$ cat src/rtl/fir_pkg.sv
// Shared FIR definitions: coefficient loader state encoding.
package fir_pkg;

  typedef enum logic [1:0] {
    IDLE   = 2'd0,
    LOAD   = 2'd1,
    DRAIN  = 2'd2,
    COMMIT = 2'd3
  } fir_state_e;

endpackage

$ cat src/rtl/fir_coeff_loader.sv
// Streams a coefficient frame into a shadow bank and commits it atomically to the
// active bank that feeds the FIR; short or long frames are rejected.
module fir_coeff_loader
  import fir_pkg::*;
#(
  parameter int WIDTH = 16,
  parameter int DELAY = 8
) (
  input  logic             clk,
  input  logic             rst,
  input  logic             start,
  input  logic             s_valid,
  output logic             s_ready,
  input  logic [WIDTH-1:0] s_data,
  input  logic             s_last,
  output logic [WIDTH-1:0] coeff [0:DELAY-1],
  output logic             coeff_valid,
  output logic             busy,
  output logic             done,
  output logic             err
);

  localparam int IDX_W = $clog2(DELAY);
  localparam logic [IDX_W-1:0] LAST_IDX = IDX_W'(DELAY - 1);

  fir_state_e       state_r;
  logic [IDX_W-1:0] idx_r;
  logic [WIDTH-1:0] shadow_r [0:DELAY-1];
  logic             hs_s;

  assign hs_s = s_valid & s_ready;

  // Frame FSM with registered handshake/status outputs and the two coefficient banks.
  always_ff @(posedge clk or posedge rst) begin
    if (rst) begin
      state_r     <= IDLE;
      idx_r       <= {IDX_W{1'b0}};
      s_ready     <= 1'b0;
      busy        <= 1'b0;
      done        <= 1'b0;
      err         <= 1'b0;
      coeff_valid <= 1'b0;
      for (int i = 0; i < DELAY; i++) begin
        shadow_r[i] <= {WIDTH{1'b0}};
        coeff[i]    <= {WIDTH{1'b0}};
      end
    end else begin
      done <= 1'b0;
      err  <= 1'b0;
      case (state_r)
        IDLE: begin
          if (start) begin
            state_r <= LOAD;
            idx_r   <= {IDX_W{1'b0}};
            s_ready <= 1'b1;
            busy    <= 1'b1;
          end
        end
        LOAD: begin
          if (hs_s) begin
            shadow_r[idx_r] <= s_data;
            if (s_last) begin
              s_ready <= 1'b0;
              if (idx_r == LAST_IDX) begin
                state_r <= COMMIT;
              end else begin
                state_r <= IDLE;
                busy    <= 1'b0;
                err     <= 1'b1;
              end
            end else if (idx_r == LAST_IDX) begin
              // Bank is full but the frame keeps going: swallow the excess, no wrap.
              state_r <= DRAIN;
            end else begin
              idx_r <= idx_r + {{(IDX_W-1){1'b0}}, 1'b1};
            end
          end
        end
        DRAIN: begin
          if (hs_s && s_last) begin
            state_r <= IDLE;
            s_ready <= 1'b0;
            busy    <= 1'b0;
            err     <= 1'b1;
          end
        end
        COMMIT: begin
          for (int i = 0; i < DELAY; i++) begin
            coeff[i] <= shadow_r[i];
          end
          coeff_valid <= 1'b1;
          done        <= 1'b1;
          busy        <= 1'b0;
          state_r     <= IDLE;
        end
        default: begin
          state_r <= IDLE;
          s_ready <= 1'b0;
          busy    <= 1'b0;
        end
      endcase
    end
  end

endmodule

$ cat config.mk
export PLATFORM = sky130hd
export DESIGN_NAME = fir_coeff_loader
export DESIGN_NICKNAME = d
export VERILOG_FILES = /design/src/rtl/fir_pkg.sv /design/src/rtl/fir_coeff_loader.sv
export SDC_FILE = /design/constraint.sdc
export NUM_CORES = 1
export LEC_CHECK = 0
export CELL_PAD_IN_SITES_DETAIL_PLACEMENT = 2
export CELL_PAD_IN_SITES_GLOBAL_PLACEMENT = 2
export CORE_ASPECT_RATIO = 2
export CORE_MARGIN = 4
export CORE_UTILIZATION = 35
export CTS_BUF_LIST = sky130_fd_sc_hd__clkbuf_16
export CTS_CLUSTER_SIZE = 24
export DETAILED_ROUTE_END_ITERATION = 8
export PLACE_DENSITY = 0.75
export SETUP_SLACK_MARGIN = 0.1
export SLEW_MARGIN = 20
export SYNTH_ARGS = -nofsm -noshare
export SYNTH_HDL_FRONTEND = slang
export SYNTH_SLANG_ARGS = --single-unit
$ cat constraint.sdc
create_clock -name clk -period 7.44 [get_ports clk]
set_input_delay 0.744 -clock clk [delete_from_list [all_inputs] [get_ports clk]]
set_output_delay 0.744 -clock clk [all_outputs]
set_load 0.01 [all_outputs]
==> flow_summary.yaml, run 1 <==
worst_setup_path:
  critPathLaunchType: "flop"
  end_kind: "flop"
  critPathBufInv: 1
  crit_chain: "inv_1 > ha_1 > nand4b_2 > or3_1 > mux2_4"
  worst_path_largest_cell_delay_ps: 810
  required_ps: 7840
  arrival_ps: 3200
  worst-path-max-fanout: 16
  cpLargestDelayFamily: "simple AND/OR/NAND/NOR gates"
  path_class: "flop to flop"
  cp_slowest_cell: "or3_1"
placement:
  dp_hpwl_mm: 19.2
  gp_congestion: 0.816
  port_buffers: 153
  place_inst: 1099
synthesis:
  synth-edff-count: 0
  synth_area_leaders: "dfrtp_1 65%, mux2_2 26%, mux2_4 2.9%, ha_1 1.1%, clkbuf_1 0.44%"
  synth.most_common_cell: "dfrtp_1"
  synth_seq_cells: 266
  syn-cell-area_um2: 10200
  ys_warn_count: 0
  post-synth-top-area-cell: "dfrtp_1"
  synth-async-reset-ratio_pct: 100
  synth_cells: 607
  synth_top_area_share_pct: 65.3
  syn_avg_cell_area_um2: 16.8
  synth_nets: 637
  synth_ff_type: "dfrtp_1"
  synth_commonest_cells: "266 x dfrtp_1, 238 x mux2_2, 20 x mux2_4"
  seq_area_frac_synth_pct: 65.3
  synthDistinctLibCells: 33
pwr:
  vdd_drop_max_mv: 0.207
  comb_power_share_pct: 28.1
  p_clk_share_pct: 24.9
  switchingPower_mw: 1.38
  p_int_mw: 3.50
  power_density_nw_per_um2: 378
  power_switching_share_pct: 28.3
  power_mw: 4.88
  seq_power_share_pct: 47.0
  p_leak_nw: 6.08
cts:
  root_buffer: "clkbuf_16"
  cts_made_buffers: 24
  clk_path_buf_depth: 3
  path_clk_slew_ps: 70
  cts_sinks: 266
  cts_resized: 0
  cts_setup_buffers: 0
  clk_latency_ps: 520
  htreeDepth: 1
  postCtsHoldBufs: 0
  tritoncts: "yes"
cells_and_area:
  area_growth_pct: 26.5
  multi_input_comb_area_um2: 3410
  final_cells: 1138
  fillers: 2737
  nets: 796
  num_antenna_cells: 0
  ff_latch_area_um2: 6660
  layout-drive-gt1-share_pct: 39.2
sta:
  skew_ps: 10.9
  setup_tns_ps: 0
  slew_violations: 0
  rsz0062_at_grt: "no"
  max_freq_mhz: 358
  slew_headroom_pct: 29.1
  min_period_ps: 2800
  worst_pin_slew_ps: 1060
  setup-violations-final: 0
  timing.hold.ws_ps: 485
  min_period_over_period_pct: 37.6
  hold_viol_final: 0
drt:
  first_iter_violations: 186
  vias_per_cell: 4.93
  drtPass1Iterations: 4
  wl_per_cell_um: 24.1
  via_count: 5616
  ant_nets: 0
  drc: 0
  routed_wl_mm: 27.4
floorplanning:
  pin_count: 154
  start_util_pct: 35.3
  rows: 88
  die-area_um2: 32100
  core_area_um2: 28800
  die_height_um: 249
  die_w_um: 129
grt:
  grt_max_degree: 157
  grt_pass1_vias: 6729
  antenna_found_initial: 0
  overflow: 0
  grt_first_pass_wirelength_mm: 42.6
  grt_util_all_layers_pct: 17.4
min_path:
  hold_class: "flop to flop"
run_status:
  outcome: "finished, final reports clean"
run:
  maxCapViolations: 0
registers in the layout, indices dropped and copies added (netlist names):
signal and cells:
shadow_r 128, busy 1, state_r 2, err 1
done 1, idx_r 3, s_ready 1, coeff_valid 1
coeff 128
power by group through the flow:
stage / clock, mW / combinational, mW / sequential, mW
2_1_floorplan: 0 / 0.652 / 2.28
6_report: 1.22 / 1.37 / 2.30
5_1_grt: 1.33 / 1.47 / 2.36
4_1_cts: 1.27 / 1.40 / 2.31
3_3_place_gp: 0 / 1.31 / 2.28
3_5_place_dp: 0 / 1.39 / 2.33
layout by cell type (no fill, tap or decap), types with 2 or more instances in the layout:
master           instances
ha_1                     8
nor2_2                   5
a211oi_1                 2
clkbuf_16               25
inv_1                   11
mux2_2                 238
clkinv_1                 4
or3_1                    2
nand2b_1                 5
mux2i_1                  3
clkdlybuf4s50_1        153
nor3b_1                  2
bufinv_16                3
dfrtp_1                266
buf_4                    3
nand2_1                  4
or2_2                    2
nor2b_1                  2
mux2_4                  20
area by class of cell:
type                            count  share of cell area (%)
Inverter                            7                   0.233
Clock inverter                     13                   0.999
Multi-Input combinational cell    309                    26.4
Tap cell                          360                    3.49
Clock buffer                       25                    4.85
Timing Repair Buffer              158                    12.4
Sequential cell                   266                    51.6
through the flow:
stage	area, um^2	setup slack (ps)	util (%)
2_1_floorplan	10200	3180	-
3_5_place_dp	12100	4400	42.0
5_1_grt	12900	4480	44.7
4_1_cts	12900	4590	44.6
3_3_place_gp	12100	4500	42.0
6_report	12900	4640	44.7
routing by layer:
| layer | vias to the layer above | GRT usage (%) | routed length (um) |
|---|---|---|---|
| met2 | 121 | 34.8 | 16400 |
| met5 | - | 0 | 0 |
| met1 | 3006 | 17.9 | 9310 |
| met3 | 41 | 2.06 | 883 |
| met4 | 0 | 5.95 | 807 |
| li1 | 2448 | - | - |
final timing paths:
kind	slack, ps	cells after the start	startpoint	to
setup / recovery	4640	5	state_r[1]$_DFFE_PP0P_	shadow_r[117]$_DFFE_PP0P_
hold / removal	490	1	coeff_valid$_DFFE_PP0P_	coeff_valid$_DFFE_PP0P_
setup reg to reg	4640	5	state_r[1]$_DFFE_PP0P_	shadow_r[117]$_DFFE_PP0P_
hold reg to reg	490	1	coeff_valid$_DFFE_PP0P_	coeff_valid$_DFFE_PP0P_
max in group asynchronous	5220	4	rst	coeff[101]$_DFFE_PP0P_
min in group asynchronous	840	3	rst	coeff[3]$_DFFE_PP0P_
cells by family after synthesis:
kind of cell	count (synthesis)	synth area share (%)
adder cells (fa/ha/maj)	9	1.10
AO/OA/AOI/OAI	10	0.798
buffers and inverters	32	1.45
AND/OR/NAND/NOR	29	1.83
flip-flops	266	65.3
multiplexers	261	29.5
Note: power is estimated with default switching activity, not from simulation.
==> run 2, diff against run 1 <==
- CORE_UTILIZATION: 35 -> 39
- PLACE_DENSITY: 0.75 -> 0.79
- clock period: 7.44 -> 2.8 ns (I/O delays scaled with it)
==> run 2 against run 1 <==
  * Power rose to 2.7 times the previous value
  * Die area down 9.8%
  * Wire length up 5.1%
  * Critical path type unchanged
  * Critical endpoint unchanged
  * Largest power group unchanged
==> flow_summary.yaml, run 2 (same netlist as run 1, synthesis figures left out) <==
run_status:
  outcome: "finished, final reports clean"
cts:
  cts_resized: 0
  cts_setup_buffers: 0
  cts_made_buffers: 25
  clk_path_buf_depth: 3
  cts_sinks: 266
  postCtsHoldBufs: 0
  clk_latency_ps: 530
  htreeDepth: 1
  path_clk_slew_ps: 70
  root_buffer: "clkbuf_16"
  tritoncts: "yes"
sta:
  setup_tns_ps: 0
  min_period_ps: 2580
  slew_violations: 0
  setup-violations-final: 0
  timing.hold.ws_ps: 367
  worst_pin_slew_ps: 809
  setup_ws_ps: 218
  skew_ps: 18.5
  hold_viol_final: 0
  min_period_over_period_pct: 92.2
  rsz0062_at_grt: "no"
  slew_headroom_pct: 44.6
  max_freq_mhz: 387
worst_setup_path:
  end_kind: "flop"
  path_class: "flop to flop"
  critPathLaunchType: "flop"
  crit_chain: "inv_1 > ha_1 > nand4b_2 > or3_2 > mux2_4"
  required_ps: 3200
  worst-path-max-fanout: 16
  cp_slowest_cell: "or3_2"
  worst_path_largest_cell_delay_ps: 740
  arrival_ps: 2990
placement:
  port_buffers: 153
  dp_slack_ps: 183
  dp_hpwl_mm: 19.3
  dpl_cell_area_um2: 12200
  place_inst: 1090
  gp_congestion: 0.761
floorplanning:
  die_w_um: 122
  pin_count: 154
  die-area_um2: 28900
  core_area_um2: 25800
  rows: 83
  start_util_pct: 39.6
  die_height_um: 237
grt:
  antenna_found_initial: 0
  grt_first_pass_wirelength_mm: 44.8
  grt_max_degree: 73
  grt_pass1_vias: 6948
  grt_util_all_layers_pct: 20.6
  overflow: 0
min_path:
  hold_class: "primary input to asynchronous set/reset pin"
drt:
  first_iter_violations: 161
  wl_per_cell_um: 25.4
  vias_per_cell: 5.05
  ant_nets: 0
  via_count: 5737
  drtPass1Iterations: 4
  drc: 0
  routed_wl_mm: 28.8
cells_and_area:
  num_antenna_cells: 0
  layout-drive-gt1-share_pct: 41.1
  final_cell_mix: "266 x dfrtp_1, 238 x mux2_2, 153 x clkdlybuf4s50_1"
  final_area_um2: 13100
  final_cells: 1135
  nets: 807
  area_growth_pct: 28.2
  final_common_cell: "dfrtp_1"
  largest_registers: "coeff: 128 flops, shadow_r: 128 flops, idx_r: 3 flops"
pwr:
  power_density_nw_per_um2: 1030
  vdd_drop_max_mv: 0.445
  p_leak_nw: 6.17
run:
  maxCapViolations: 0
[run 2: cell types whose count changed in the layout (fill, tap and decap cells not counted), sizes merged]
cell	previous run	this run
buf	5	15
bufinv	3	5
clkinv	5	13
clkinvlp	1	3
inv	11	6
[run 2: worst max-delay path, delay by kind of cell, from the launching register on]
kind                     cells  cell delay (ps)
adder cells (fa/ha/maj)      1              470
buffers and inverters        1              160
flip-flops                   1              440
multiplexers                 1              400
AND/OR/NAND/NOR              2              990
[run 2: where the power goes]
part	internal (mW)	switching, mW	total, mW
sequential	5.19	0.940	6.13
combinational	2.26	1.43	3.69
clock	2.09	1.49	3.58
[run 2: final timing paths]
check	from	end	slack, ps	cells after the start
min in group clk	coeff_valid$_DFFE_PP0P_	coeff_valid$_DFFE_PP0P_	480	1
min reg2reg	coeff_valid$_DFFE_PP0P_	coeff_valid$_DFFE_PP0P_	480	1
min	rst	coeff[48]$_DFFE_PP0P_	370	3
max	state_r[1]$_DFFE_PP0P_	shadow_r[117]$_DFFE_PP0P_	220	5
max reg2reg	state_r[1]$_DFFE_PP0P_	shadow_r[117]$_DFFE_PP0P_	220	5
max in group asynchronous	rst	coeff[93]$_DFFE_PP0P_	1890	3
[run 2: final cells by class]
type / instances / area, um^2
Fill cell: 2415 / 12700
Timing Repair Buffer: 168 / 1710
Tap cell: 340 / 425
Clock inverter: 20 / 224
Inverter: 7 / 30.0
Sequential cell: 266 / 6660
Clock buffer: 25 / 626
Multi-Input combinational cell: 309 / 3400
[run 2: stage by stage]
stage | utilization [%] | power [mW]
CTS | 50.8 | 13.6
floorplan | - | 7.80
detailed placement | 47.5 | 9.86
global route | 50.8 | 14.1
finish | 50.8 | 13.4
global placement | 47.5 | 9.52
[run 2: per-layer routing]
layer	global-route usage, %	up-vias	wire [um]
met5	0	-	0
met4	7.72	0	1100
met3	2.37	45	783
met2	39.9	122	16900
met1	22.0	3098	10000
li1	-	2472	-
==> run 3, diff against run 2 <==
- GPL_TIMING_DRIVEN: not set -> 1
- SETUP_SLACK_MARGIN: 0.1 -> 0.05
==> results of run 3 <==
Final layout, timing and power as in run 2 (identical DEF).
